## src/rtl/f_rec_pkg.sv

```systemverilog
`default_nettype none
// +----------------------------------------------------------------------------+
// | Module   : f_rec_pkg                                                       |
// | Purpose  : Shared types, widths, constants and recoding helpers for the    |
// |            IEEE-754 -> 65-bit recoded FP converter (f_rec_encode).         |
// | Contents : recState_t FSM encoding, FP32/FP64 field widths, canonical      |
// |            fp32 qNaN, recodeFp32/recodeFp64 field-packing functions.       |
// | Revision : 1.0 - initial release                                           |
// +----------------------------------------------------------------------------+
package f_rec_pkg;

    typedef enum logic [1:0] {
        IDLE = 2'd0,
        NORM = 2'd1,
        DONE = 2'd2
    } recState_t;

    localparam int c_fp32ExpW  = 8;
    localparam int c_fp32FracW = 23;
    localparam int c_fp32RecW  = 33;
    localparam int c_fp64ExpW  = 11;
    localparam int c_fp64FracW = 52;
    localparam int c_fp64RecW  = 65;

    // Normalisation work register holds an fp64 fraction; fp32 fractions
    // are MSB-aligned into it. Shift count never exceeds 51.
    localparam int c_workW = 52;
    localparam int c_cntW  = 6;

    localparam logic [31:0] c_fp32QNaN = 32'h7FC0_0000;

    // Packs sign/exponent/fraction into the recoded fp64 layout.
    // For a zero-exponent operand the exponent is rebuilt from ~normDist,
    // which places subnormals below the smallest normal exponent.
    function automatic logic [c_fp64RecW-1:0] recodeFp64(
        input logic                   sign,
        input logic [c_fp64ExpW-1:0]  expField,
        input logic                   fracNz,
        input logic [c_fp64FracW-1:0] fract,
        input logic [c_cntW-1:0]      normDist
    );
        logic [c_fp64ExpW:0] adj;
        logic [2:0]          expTop;
        adj = ((expField == '0) ? ~{6'd0, normDist} : {1'b0, expField})
            + ((expField == '0) ? 12'h402 : 12'h401);
        if (adj[11:10] == 2'b11) begin
            expTop = {2'b11, fracNz};
        end else if ((expField == '0) && !fracNz) begin
            expTop = 3'b000;
        end else begin
            expTop = adj[11:9];
        end
        return {sign, expTop, adj[8:0], fract};
    endfunction

    // Same packing for fp32; result is zero-extended to 65 bits.
    function automatic logic [c_fp64RecW-1:0] recodeFp32(
        input logic                   sign,
        input logic [c_fp32ExpW-1:0]  expField,
        input logic                   fracNz,
        input logic [c_fp32FracW-1:0] fract,
        input logic [c_cntW-1:0]      normDist
    );
        logic [c_fp32ExpW:0] adj;
        logic [2:0]          expTop;
        adj = ((expField == '0) ? ~{3'd0, normDist} : {1'b0, expField})
            + ((expField == '0) ? 9'h082 : 9'h081);
        if (adj[8:7] == 2'b11) begin
            expTop = {2'b11, fracNz};
        end else if ((expField == '0) && !fracNz) begin
            expTop = 3'b000;
        end else begin
            expTop = adj[8:6];
        end
        return {32'd0, sign, expTop, adj[5:0], fract};
    endfunction

endpackage
`default_nettype wire

```

## src/rtl/f_rec_lzc_step.sv

```systemverilog
`default_nettype none
// +----------------------------------------------------------------------------+
// | Module   : f_rec_lzc_step                                                  |
// | Purpose  : Leading-zero counter over one STEP-bit normalisation window.    |
// | Ports    : i_window   in  STEP          window, MSB first                  |
// |            o_count    out clog2(STEP)+1 leading zeros (STEP if all zero)   |
// |            o_allZero  out 1             window contains no set bit         |
// | Revision : 1.0 - initial release                                           |
// +----------------------------------------------------------------------------+
module f_rec_lzc_step #(
    parameter int STEP = 4
) (
    input  logic [STEP-1:0]      i_window,
    output logic [$clog2(STEP):0] o_count,
    output logic                 o_allZero
);

    localparam int c_countW = $clog2(STEP) + 1;

    // Scanning upward lets the highest set bit have the final say.
    always_comb begin
        o_count = c_countW'(STEP);
        for (int i = 0; i < STEP; i++) begin
            if (i_window[i]) begin
                o_count = c_countW'(STEP - 1 - i);
            end
        end
    end

    assign o_allZero = (i_window == '0);

endmodule
`default_nettype wire

```

## src/rtl/f_rec_encode.sv

```systemverilog
`default_nettype none
// +----------------------------------------------------------------------------+
// | Module   : f_rec_encode                                                    |
// | Purpose  : Converts IEEE-754 binary32/binary64 operands into the 65-bit    |
// |            recoded FP format. Normal/zero/special operands take one cycle; |
// |            subnormals are normalised STEP bits per cycle.                  |
// | Ports    : clk        in  1   clock                                        |
// |            rst_l      in  1   synchronous active-low reset                 |
// |            flush      in  1   abort in-flight conversion                   |
// |            in_valid   in  1   / in_ready out 1 : input handshake           |
// |            in_fp64    in  1   1 = binary64, 0 = binary32 in in_data[31:0]  |
// |            in_data    in  64  IEEE operand                                 |
// |            out_valid  out 1   / out_ready in 1 : output handshake          |
// |            out_fp64   out 1   format of out_rec                            |
// |            out_rec    out 65  recoded result (fp32: bits [64:33] = 0)      |
// | Params   : STEP (1,2,4,8) normalisation bits examined per cycle            |
// | Options  : F_REC_NAN_BOX_EN - fp32 operands whose upper word is not all    |
// |            ones are replaced by the canonical qNaN (NaN-boxing).           |
// | Revision : 1.0 - initial release                                           |
// +----------------------------------------------------------------------------+
module f_rec_encode
    import f_rec_pkg::*;
#(
    parameter int STEP = 4
) (
    input  logic        clk,
    input  logic        rst_l,
    input  logic        flush,
    input  logic        in_valid,
    output logic        in_ready,
    input  logic        in_fp64,
    input  logic [63:0] in_data,
    output logic        out_valid,
    input  logic        out_ready,
    output logic        out_fp64,
    output logic [64:0] out_rec
);

    recState_t                r_state;
    recState_t                w_stateNext;
    logic [c_workW-1:0]       r_work;
    logic [c_cntW-1:0]        r_cnt;
    logic                     r_sign;
    logic                     r_opFp64;
    logic                     r_outFp64;
    logic [c_fp64RecW-1:0]    r_outRec;

    logic [63:0]              w_opData;
    logic                     w_accept;
    logic                     w_inSubnormal;
    logic [c_fp64RecW-1:0]    w_inRec;
    logic [c_workW-1:0]       w_inWork;

    logic [$clog2(STEP):0]    w_lzCount;
    logic                     w_windowZero;
    logic [c_workW-2:0]       w_normFrac;
    logic [c_cntW-1:0]        w_normDist;
    logic [c_fp64RecW-1:0]    w_normRec;

    // ------------------------------------------------------------------
    // Operand selection (optional NaN-boxing of fp32 operands)
    // ------------------------------------------------------------------
`ifdef F_REC_NAN_BOX_EN
    always_comb begin
        w_opData = in_data;
        if (!in_fp64 && (in_data[63:32] != 32'hFFFF_FFFF)) begin
            w_opData = {32'hFFFF_FFFF, c_fp32QNaN};
        end
    end
`else
    assign w_opData = in_data;
`endif

    // ------------------------------------------------------------------
    // Single-cycle path. Zero operands also use normDist = 0; only the
    // low exponent bits are affected, which carry no meaning for zero.
    // ------------------------------------------------------------------
    always_comb begin
        w_inRec       = '0;
        w_inSubnormal = 1'b0;
        w_inWork      = '0;
        if (in_fp64) begin
            w_inSubnormal = (w_opData[62:52] == 11'd0) && (w_opData[51:0] != 52'd0);
            w_inWork      = w_opData[51:0];
            w_inRec       = recodeFp64(w_opData[63], w_opData[62:52],
                                       w_opData[51:0] != 52'd0, w_opData[51:0], 6'd0);
        end else begin
            w_inSubnormal = (w_opData[30:23] == 8'd0) && (w_opData[22:0] != 23'd0);
            w_inWork      = {w_opData[22:0], 29'd0};
            w_inRec       = recodeFp32(w_opData[31], w_opData[30:23],
                                       w_opData[22:0] != 23'd0, w_opData[22:0], 6'd0);
        end
    end

    // ------------------------------------------------------------------
    // Iterative normalisation
    // ------------------------------------------------------------------
    f_rec_lzc_step #(
        .STEP (STEP)
    ) u_lzc (
        .i_window  (r_work[c_workW-1 -: STEP]),
        .o_count   (w_lzCount),
        .o_allZero (w_windowZero)
    );

    // Bits below the leading one after the final shift; the leading one
    // itself lands at work[51] and is implicit in the recoded format.
    assign w_normFrac = r_work[c_workW-2:0] << w_lzCount;
    assign w_normDist = r_cnt + c_cntW'(w_lzCount);
    assign w_normRec  = r_opFp64
                      ? recodeFp64(r_sign, 11'd0, 1'b1, {w_normFrac, 1'b0}, w_normDist)
                      : recodeFp32(r_sign, 8'd0, 1'b1, w_normFrac[50:28], w_normDist);

    // ------------------------------------------------------------------
    // Handshake and FSM
    // ------------------------------------------------------------------
    assign in_ready  = (r_state == IDLE) | ((r_state == DONE) & out_ready);
    assign out_valid = (r_state == DONE);
    // An operand offered while flush is high is dropped.
    assign w_accept  = in_valid & in_ready & ~flush;

    always_ff @(posedge clk) begin
        if (!rst_l) begin
            r_state <= IDLE;
        end else if (flush) begin
            r_state <= IDLE;
        end else begin
            r_state <= w_stateNext;
        end
    end

    always_comb begin
        w_stateNext = r_state;
        case (r_state)
            IDLE, DONE: begin
                if (w_accept) begin
                    w_stateNext = w_inSubnormal ? NORM : DONE;
                end else if ((r_state == DONE) && out_ready) begin
                    w_stateNext = IDLE;
                end
            end
            NORM: begin
                if (!w_windowZero) begin
                    w_stateNext = DONE;
                end
            end
            default: w_stateNext = IDLE;
        endcase
    end

    // ------------------------------------------------------------------
    // Datapath registers
    // ------------------------------------------------------------------
    always_ff @(posedge clk) begin
        if (!rst_l) begin
            r_work    <= '0;
            r_cnt     <= '0;
            r_sign    <= 1'b0;
            r_opFp64  <= 1'b0;
            r_outFp64 <= 1'b0;
            r_outRec  <= '0;
        end else if (w_accept) begin
            if (w_inSubnormal) begin
                r_work   <= w_inWork;
                r_cnt    <= '0;
                r_sign   <= in_fp64 ? w_opData[63] : w_opData[31];
                r_opFp64 <= in_fp64;
            end else begin
                r_outRec  <= w_inRec;
                r_outFp64 <= in_fp64;
            end
        end else if ((r_state == NORM) && !flush) begin
            if (w_windowZero) begin
                r_work <= r_work << STEP;
                r_cnt  <= r_cnt + c_cntW'(STEP);
            end else begin
                r_outRec  <= w_normRec;
                r_outFp64 <= r_opFp64;
            end
        end
    end

    assign out_rec  = r_outRec;
    assign out_fp64 = r_outFp64;

endmodule
`default_nettype wire

```

## config.mk

```make
export PLATFORM = sky130hd
export DESIGN_NAME = f_rec_encode
export DESIGN_NICKNAME = d
export VERILOG_FILES = /design/src/rtl/f_rec_pkg.sv /design/src/rtl/f_rec_lzc_step.sv /design/src/rtl/f_rec_encode.sv
export SDC_FILE = /design/constraint.sdc
export NUM_CORES = 1
export LEC_CHECK = 0
export BUFFER_PORTS_ARGS = -buffer_cell sky130_fd_sc_hd__buf_2
export CAP_MARGIN = 20
export CORE_ASPECT_RATIO = 1.75
export CORE_UTILIZATION = 50
export DETAILED_ROUTE_END_ITERATION = 7
export HOLD_SLACK_MARGIN = 0.08
export PLACE_DENSITY = 0.79
export SLEW_MARGIN = 20
export SYNTH_ARGS = -nofsm -noshare
export SYNTH_HDL_FRONTEND = slang
export SYNTH_SLANG_ARGS = --single-unit
```

## constraint.sdc

```tcl
create_clock -name clk -period 2.4 [get_ports clk]
set_input_delay 0.36 -clock clk [delete_from_list [all_inputs] [get_ports clk]]
set_output_delay 0.36 -clock clk [all_outputs]
set_load 0.1 [all_outputs]
```

* Word-level counts from Yosys, hierarchy flattened *
Index checks and enable logic that the tools add are counted.

storage, ports and cells
  flip-flop bits (word level) = 128
  bits of input ports = 70
  output and inout bits = 68
  logic and storage cells = 96

cells by class
  $add $sub $neg = 6
  equality and inequality tests = 11
  shift-type cells = 1
  muxes and demuxes = 40
  bitwise logic cells = 8
  reductions and logical operators = 23

operators with widths
  kind                      count
  $mux W65                  6
  $mux W52                  5
  $reduce_bool A52 Y1       1
  $shl A51 B3 Y51           1
  $mux W3                   10
  $mux W6                   4
  $reduce_bool A23 Y1       1
  $add A12 B11 Y12          1
  $add A12 B11 Y12 const B  1
  $mux W12                  1
  $mux W2                   6
  $not A6 Y12               1
  $logic_not A11 Y1         1
  $eq A2 B2 Y1 const B      5
  $add A9 B8 Y9             1
  $add A9 B8 Y9 const B     1
  $mux W9                   1
  $not A6 Y9                1
  $logic_not A8 Y1          1
  $add A6 B3 Y6             1
  $add A6 B3 Y6 const B     1
  $logic_and A1 B1 Y1       6
  $mux W1                   6
  $ne A2 B2 Y1 const B      3
  14 further kinds          23

* Depth between registers and ports, before layout *
Gate-level depths: netlist of the first run.

  word-level depth = 13
  depth in mapped cells = 14
  mapped depth without buffers = 12

* Hierarchy *
A second synthesis of the first run with hierarchy kept.

second synthesis, totals
  cell total of the unflattened synthesis = 1,029
  area total of the unflattened synthesis = 8,705.8 um^2

by module, submodules not included
  module          instances  cells an instance  area each (um^2)
  f_rec_encode    1          1,022              8,669.6
  f_rec_lzc_step  1          7                  36.3

* Least setup slack after synthesis of the first run *
Ideal clock, no wire load.

  path type = reg-to-reg
  start = register r_work[48]
  end = register r_outRec[26] (netlist: out_rec[26])
  setup time = 70 ps
  arrival time = 2,418 ps
  required time = 2,330 ps
  slack = -88 ps
  stages on the path, launching flop included = 15
  period minus slack after synthesis = 2,488 ps
  cell sequence = dfxtp_1 -> buf_2 -> nor2_1 -> nand2_1 -> inv_1 -> buf_2 -> ha_1 -> inv_1 -> ha_1 -> xnor2_1 -> xnor2_1 -> o21ai_0 -> a31oi_1 -> or3_1 -> a21oi_1

on the way
  longest elaborated chain between the ends = 11
  elaborated cells on any way between the ends = 15

ends and longest elaborated chain
  what                    RTL line              RTL
  start, declared         f_rec_encode.sv:41    logic [c_workW-1:0] r_work;
  start signal, assigned  f_rec_encode.sv:164   r_work <= w_inWork;
  start signal, assigned  f_rec_encode.sv:174   r_work <= r_work << STEP;
  $mux W3 (4 in series)   f_rec_lzc_step.sv:24  if (i_window[i]) begin
  $add A6 B3 Y6           f_rec_encode.sv:109   assign w_normDist = r_cnt + c_cntW'(w_lzCount);
  $not A6 Y9              f_rec_pkg.sv:66       adj = ((expField == '0) ? ~{3'd0, normDist} : {1'b0, expField})
  $add A9 B8 Y9           f_rec_pkg.sv:67       + ((expField == '0) ? 9'h082 : 9'h081);
  $mux W65                f_rec_encode.sv:111   ? recodeFp64(r_sign, 11'd0, 1'b1, {w_normFrac, 1'b0}, w_normDist)
  $mux W65                f_rec_encode.sv:173   if (w_windowZero) begin
  $mux W65                f_rec_encode.sv:172   end else if ((r_state == NORM) && !flush) begin
  $mux W65                f_rec_encode.sv:162   end else if (w_accept) begin
  end signal, assigned    f_rec_encode.sv:169   r_outRec <= w_inRec;
  end signal, assigned    f_rec_encode.sv:177   r_outRec <= w_normRec;
  end, declared           f_rec_encode.sv:46    logic [c_fp64RecW-1:0] r_outRec;

Several ways; a longest one is shown, not always the timed one. The select of a mux whose other input is x is not followed.
A chain may end at the register's enable or synchronous reset.

* Worst setup path after layout of the first run *
  start = register r_work[50]
  end = register r_outRec[26] (netlist: out_rec[26])

on the way
  longest elaborated chain between the ends = 9
  elaborated cells on any way between the ends = 13

ends and longest elaborated chain
  what                   RTL line
  $mux W3 (2 in series)  f_rec_lzc_step.sv:24
  $add A6 B3 Y6          f_rec_encode.sv:109
  $not A6 Y9             f_rec_pkg.sv:66
  $add A9 B8 Y9          f_rec_pkg.sv:67
  $mux W65               f_rec_encode.sv:111
  $mux W65               f_rec_encode.sv:173
  $mux W65               f_rec_encode.sv:172
  $mux W65               f_rec_encode.sv:162

Several ways; a longest one is shown, not always the timed one. The select of a mux whose other input is x is not followed.

==> flow_metrics.py, run 1 <==
metrics = {
    "timing": {
        "tightestPinTransition_ps": 761,
        "setup_viol": 34,
        "finClkSkew_ps": 10.1,
        "finalWorstSetupSlack_ps": -71.9,
        "fmax_ghz": 0.405,
        "slew_viol_final": 0,
        "finalWorstPathRequiredPeriod_ps": 2470,
        "rsz0062_at_grt": "yes",
        "timing_hold_violations_final": 0,
        "layout_worst_path_cycle_share_pct": 103,
        "worst_hold_slack_ps": 287,
        "timing.slew.headroom_pct": 48.4,
    },
    "setup_path": {
        "path_class": "reg2reg",
        "setup.worst_path.start_class": "flop",
        "worst_r2r_path_depth": 13,
        "crit-reg2reg-capture": "out_rec[26]",
        "startpoint_of_the_most_critical_register_to_register_path": "r_work[50]",
        "cp_data_arrival_time_ps": 2830,
        "worst_ep_required_time_ps": 2760,
        "worst_setup_path_end_kind": "flop",
        "path_max_fanout": 8,
        "r2r_setup_slack_ps": -70,
    },
    "route": {
        "totalWireLength_mm": 48.1,
        "remaining_antenna_violation_count_after_routing": 0,
        "drt_drc_violations_left": 2,
        "vias": 11982,
        "detail_route.wl_per_cell_um": 28.8,
        "drt_pass1_iterations": 8,
        "avgViaCountPerCell": 7.16,
        "drt_first_iter_violations": 1709,
    },
    "global_routing": {
        "wire_length_of_the_first_global_routing_pass_mm": 71.5,
        "grt_pass1_vias": 11384,
        "grt_antenna_before_repair": 3,
        "gr-total-overflow": 0,
        "grt_start_max_net_pins": 48,
        "globalRouteTotalUtil_pct": 53.1,
    },
    "yosys": {
        "post_synth_main_area_contributors": "sky130_fd_sc_hd__dfxtp_1, sky130_fd_sc_hd__mux2i_1, sky130_fd_sc_hd__nand2_1",
        "yosys_warnings": 0,
        "ys_dominant_reg_cell": "sky130_fd_sc_hd__dfxtp_1",
        "syn_inst": 1202,
        "top_cell_type_s_share_of_synthesized_area_pct": 28.0,
        "synth.cell_area_mm2": 0.00900,
        "synth_fp_nets": 1279,
        "cell_taking_the_most_area_after_synthesis": "sky130_fd_sc_hd__dfxtp_1",
        "ys_async_sr_fraction_pct": 0,
        "seq_area_frac_synth_pct": 28.0,
        "synth-edff-count": 0,
        "synth_top_cells_by_count": "sky130_fd_sc_hd__nand2_1, sky130_fd_sc_hd__dfxtp_1, sky130_fd_sc_hd__nor2_1",
        "yosys_register_bits": 126,
        "synth_most_common_cell": "sky130_fd_sc_hd__nand2_1",
        "synthesis.area_per_instance_um2": 7.49,
        "yosys.cell_types.count": 82,
    },
    "cells_and_area": {
        "layout.cell_area.non_filler_mm2": 0.0121,
        "post-route-util_pct": 68.8,
        "area_growth_pct": 33.9,
        "final_net_count": 1505,
        "drive_gt1_share_pct": 31.0,
        "nFillCells": 1522,
    },
    "power": {
        "max-vdd-ir-drop_v": 0.000367,
        "power_per_cell_area_mw_per_mm2": 536,
        "leakagePower_uw": 0.00482,
    },
    "floorplanning": {
        "design.die.area_mm2": 0.0186,
        "placementRows": 64,
        "start_util_pct": 51.3,
        "die_x_um": 103,
        "design.portCount": 138,
        "die_h_um": 180,
        "fp.coreArea_mm2": 0.0175,
    },
    "cts": {
        "numClockSinks": 126,
        "htree_levels": 4,
        "tritoncts": "done",
        "clk_transition_reported_paths_ps": 60,
        "clockBufferDepth": 2,
        "root_buffer": "sky130_fd_sc_hd__clkbuf_16",
        "numCtsBuffers": 17,
        "clk-insertion-delay-late_ps": 430,
        "hold_buffers": 0,
    },
    "min_path": {
        "hold_path.startpoint": "in_data[48]",
        "worst_hold_path.endpoint": "out_rec[48]",
        "hold_path_class": "in2reg",
        "whs_path_depth": 3,
    },
    "placement": {
        "post-dp-hpwl_mm": 33.1,
        "dpl-instance-area_mm2": 0.0111,
        "port-buffer-count": 137,
        "finalWeightedCongestion": 1.06,
    },
    "run_status": {
        "failing_checks": "design-rule violations, negative setup slack",
        "run_status": "finished, violations left",
    },
    "job": {
        "maxCapViolations": 0,
    },
}
## through the flow
step	instances	worst slack, ps	setup TNS (ps)	total power [µW]
global route	1673	-118	-559	6600
finish	1673	-71.9	-755	6460
global placement	1634	-627	-53090	3480
detailed placement	1634	-609	-55350	3490
CTS	1666	13.8	0	6380
floorplan	1202	15.1	0	3030
## critical path, stage by stage, from the launching register on
cell and delay, ps:
sky130_fd_sc_hd__dfxtp_2 420, sky130_fd_sc_hd__nor2_2 70, sky130_fd_sc_hd__nand2_2 110, sky130_fd_sc_hd__inv_2 70, sky130_fd_sc_hd__ha_1 320, sky130_fd_sc_hd__inv_2 60, sky130_fd_sc_hd__ha_2 200, sky130_fd_sc_hd__xnor2_1 140
sky130_fd_sc_hd__xnor2_1 130, sky130_fd_sc_hd__buf_4 170, sky130_fd_sc_hd__o21ai_1 130, sky130_fd_sc_hd__a31oi_1 100, sky130_fd_sc_hd__or3_1 340, sky130_fd_sc_hd__a21oi_1 140
## routing by layer
layer / part of all wire, % / up-vias / track usage (%) / routed length (µm)
met1: 31 / 5580 / 52.6 / 14800
met2: 44 / 950 / 76.7 / 21100
li1: - / 5045 / - / -
met5: 0.060 / - / 5.41 / 29
met4: 12 / 4 / 50.1 / 5900
met3: 13 / 403 / 27.6 / 6320
## placed cells by master, fill, tap and decap left out, drive strengths merged, types with 15 or more instances in the layout
cell      n
o211ai   35
buf     336
nand3    69
nor2     80
nor4     17
inv      18
a221oi   25
nand2   133
o221ai   20
clkbuf   19
o21ai    80
nand4    32
dfxtp   126
nor3     68
a21oi    69
a31oi    21
a211oi   18
a22oi    15
mux2i    55
a311oi   29
## cell families after synthesis
| group | Yosys count | synth area share [%] |
|---|---|---|
| AND/OR/NAND/NOR | 454 | 25.1 |
| AO/OA/AOI/OAI | 393 | 30.7 |
| buffers and inverters | 149 | 7.27 |
| flip-flops | 126 | 28.0 |
| multiplexers | 58 | 6.49 |
| XOR/XNOR | 15 | 1.46 |
| adder cells (fa/ha/maj) | 7 | 0.973 |
## final cells by class
cell class | count | area (µm²) | share of cell area [%]
inverters | 19 | 75.1 | 0.623
well taps | 231 | 289 | 2.40
diodes | 1 | 2.50 | 0.0208
repair buffers | 337 | 2410 | 20.0
clock buffers | 18 | 439 | 3.64
multi-input cells | 927 | 6100 | 50.6
flip-flops and latches | 126 | 2520 | 20.9
clock inverters | 14 | 215 | 1.78
## worst max-delay path by stage
stage | slack (ps) | end | depth (start not counted) | start
floorplan | 20 | out_rec[26] | 14 | r_work[48]
global placement | -630 | out_rec[53] | 11 | in_data[24]
detailed placement | -610 | out_rec[53] | 11 | in_data[24]
CTS | 10 | out_rec[57] | 11 | r_work[49]
global route | -120 | out_rec[26] | 13 | r_work[49]
finish | -70 | out_rec[26] | 13 | r_work[50]
## report_power, final
part	switching, µW	total, µW	internal, µW
sequential	34.0	2190	2160
combinational	987	1330	342
clock	1070	2940	1870
## state kept, by name, summed over array words and instances (netlist names)
signal	cells
r_work	52
r_state	2
r_sign	1
r_cnt	4
out_rec	65
out_fp64	1
r_opFp64	1
## timing repair
| action | in CTS | in global routing |
|---|---|---|
| gates cloned | 0 | 0 |
| setup buffers | 0 | 6 |
| gates resized for setup | 7 | 49 |
| pin swaps | 1 | 3 |
| endpoints found under the hold margin | 0 | 0 |
| endpoints found under the setup margin | 88 | 122 |
Power figures use the tool's default switching activity.
==> inputs of run 2 (changes only) <==
- PLACE_DENSITY: 0.79 -> 0.77
- clock period: 2.4 -> 2.76 ns (I/O delays scaled with it)
==> run 2 against run 1 <==
  * The flow finishes with violations (design-rule violations)
  * Total power decreased by 17%
  * Sequential cell count unchanged
  * Die area unchanged
  * Routed wire length decreased by 6.6%
  * Via count decreased by 5.2%
  * Register-to-register slack improved by 150 ps
  * Clock power decreased by 19%
  * Hold slack improved by 10 ps
  * Setup slack improved by 150 ps
==> flow_metrics.py, run 2 (synthesis gave the netlist of run 1 again) <==
metrics = {
    "run_status": {
        "run_status": "finished, violations left",
        "failing_checks": "design-rule violations",
    },
    "floorplanning": {
        "die_x_um": 103,
        "fp.coreArea_mm2": 0.0175,
        "start_util_pct": 51.3,
        "design.portCount": 138,
        "die_h_um": 180,
        "placementRows": 64,
        "design.die.area_mm2": 0.0186,
    },
    "timing": {
        "setup_viol": 0,
        "layout_worst_path_cycle_share_pct": 97.0,
        "tightestPinTransition_ps": 921,
        "finalWorstPathRequiredPeriod_ps": 2680,
        "rsz0062_at_grt": "no",
        "timing_hold_violations_final": 0,
        "fmax_ghz": 0.374,
        "timing.slew.headroom_pct": 38.1,
        "finClkSkew_ps": 11.2,
        "slew_viol_final": 0,
    },
    "job": {
        "maxCapViolations": 0,
    },
    "setup_path": {
        "worst_path_largest_cell_delay_ps": 530,
        "worst_ep_required_time_ps": 3110,
        "path_class": "reg2reg",
        "worst_setup_path_end_kind": "flop",
        "cp_data_arrival_time_ps": 3030,
        "timing.critical_path.mode_cell": "sky130_fd_sc_hd__buf_4",
        "path_max_fanout": 11,
        "critical_path_buf_inv_count": 3,
        "critPathSlowestCell": "sky130_fd_sc_hd__a2111oi_2",
        "setup.worst_path.start_class": "flop",
        "cpLargestDelayFamily": "compound AO/OA/AOI/OAI gates",
        "r2r_setup_slack_ps": 80,
        "crit_path_cell_trace": "buf_4, nor2b_1, o21ai_4, buf_4, mux2i_1, a2111oi_2, o21ai_1, buf_4, a21oi_1",
    },
    "route": {
        "detail_route.wl_per_cell_um": 28.5,
        "vias": 11363,
        "totalWireLength_mm": 44.9,
        "drt_first_iter_violations": 1606,
        "drt_drc_violations_left": 17,
        "avgViaCountPerCell": 7.21,
        "remaining_antenna_violation_count_after_routing": 0,
        "drt_pass1_iterations": 8,
    },
    "power": {
        "total_switching_power_uw": 1750,
        "clock_power_share_pct": 44.6,
        "power_per_cell_area_mw_per_mm2": 489,
        "share_comb_of_total_power_pct": 19.8,
        "leakagePower_uw": 0.00426,
        "max-vdd-ir-drop_v": 0.000426,
        "power_share_of_the_sequential_group_pct": 35.5,
        "power_switching_share_pct": 32.6,
        "cellInternalPower_uw": 3610,
    },
    "cts": {
        "htree_levels": 4,
        "numCtsBuffers": 17,
        "post_cts_buffers": 0,
        "clk-insertion-delay-late_ps": 440,
        "tritoncts": "done",
        "root_buffer": "sky130_fd_sc_hd__clkbuf_16",
        "clockBufferDepth": 2,
        "numClockSinks": 126,
        "clk_transition_reported_paths_ps": 60,
    },
    "cells_and_area": {
        "largest_register_ffs": 65,
        "layout.cells.most_common_list": "sky130_fd_sc_hd__buf_2, sky130_fd_sc_hd__nand2_1, sky130_fd_sc_hd__dfxtp_1",
        "seq_area_mm2": 0.00252,
        "post_route_non_filler_standard_cell_count": 1575,
        "post-route-util_pct": 62.4,
        "commonest_non_fill_non_tap_cell_in_the_layout": "sky130_fd_sc_hd__buf_2",
        "area_growth_pct": 21.5,
        "multi_input_area_mm2": 0.00587,
        "drive_gt1_share_pct": 22.8,
        "final_net_count": 1407,
        "nFillCells": 1632,
    },
    "global_routing": {
        "grt_start_max_net_pins": 76,
        "grt_pass1_vias": 10716,
        "grt_antenna_before_repair": 3,
        "wire_length_of_the_first_global_routing_pass_mm": 67.5,
        "gr-total-overflow": 0,
        "globalRouteTotalUtil_pct": 50.2,
    },
    "placement": {
        "placedCellCount": 1542,
        "post-dp-hpwl_mm": 31.2,
        "port-buffer-count": 137,
        "finalWeightedCongestion": 1.10,
    },
    "min_path": {
        "hold_path_class": "in2reg",
    },
}
[run 2: changes by cell type in the layout (fill, tap and decap cells not counted), moves of 5 or more]
cell	delta
sky130_fd_sc_hd__a311oi_2	-16
sky130_fd_sc_hd__nor3_1	+5
sky130_fd_sc_hd__buf_4	-88
sky130_fd_sc_hd__buf_12	-7
sky130_fd_sc_hd__nor3_2	-5
sky130_fd_sc_hd__a311oi_1	+16
[run 2: area by class of cell]
cell class,instances,area share (%)
diodes,2,0.0457
clock buffers,19,3.96
clock inverters,12,1.56
inverters,19,0.652
multi-input cells,927,53.7
flip-flops and latches,126,23.1
well taps,231,2.64
repair buffers,239,14.4
[run 2: what timing repair did]
item,4_1_cts,5_1_grt
endpoints found under the setup margin,1,89
hold buffers,0,0
resized for setup,1,5
[run 2: stage by stage]
step / cell area [µm²] / setup TNS (ps) / total power [µW] / setup WS (ps) / hold WS, ps
3_5_place_dp: 10300 / -14500 / 2960 / -277 / 447
4_1_cts: 10900 / 0 / 5310 / 70.3 / 293
3_3_place_gp: 10300 / -10890 / 2950 / -246 / 439
6_report: 10900 / 0 / 5350 / 82.7 / 297
2_1_floorplan: 9000 / 0 / 2640 / 272 / 467
5_1_grt: 10900 / 0 / 5470 / 8.19 / 319
[run 2: path summary, 6_finish.rpt]
check / startpoint / end / cells after the start
setup / recovery: r_work[48] / out_rec[19] / 9
setup reg to reg: r_work[48] / out_rec[19] / 9
hold reg to reg: out_rec[63] / out_rec[63] / 2
hold / removal: flush / r_state[0] / 3
[run 2: power by group through the flow]
stage / sequential [µW] / clock, µW / combinational [µW]
after floorplan: 2330 / 0 / 306
after global placement: 1940 / 0 / 1010
after detailed placement: 1940 / 0 / 1020
after CTS: 1900 / 2390 / 1020
after global routing: 1910 / 2460 / 1100
final: 1900 / 2390 / 1060
[run 2: worst min-delay path, stage by stage]
cell and delay, ps:
sky130_fd_sc_hd__buf_2 100, sky130_fd_sc_hd__nand2b_1 120, sky130_fd_sc_hd__a21oi_1 50
[run 2: routing by layer]
layer	global-route usage, %	vias up	wire length, µm
met5	1.71	-	0
met3	22.8	344	5850
met4	47.9	0	5480
met2	72.6	1002	19400
met1	52.0	5166	14100
li1	-	4851	-
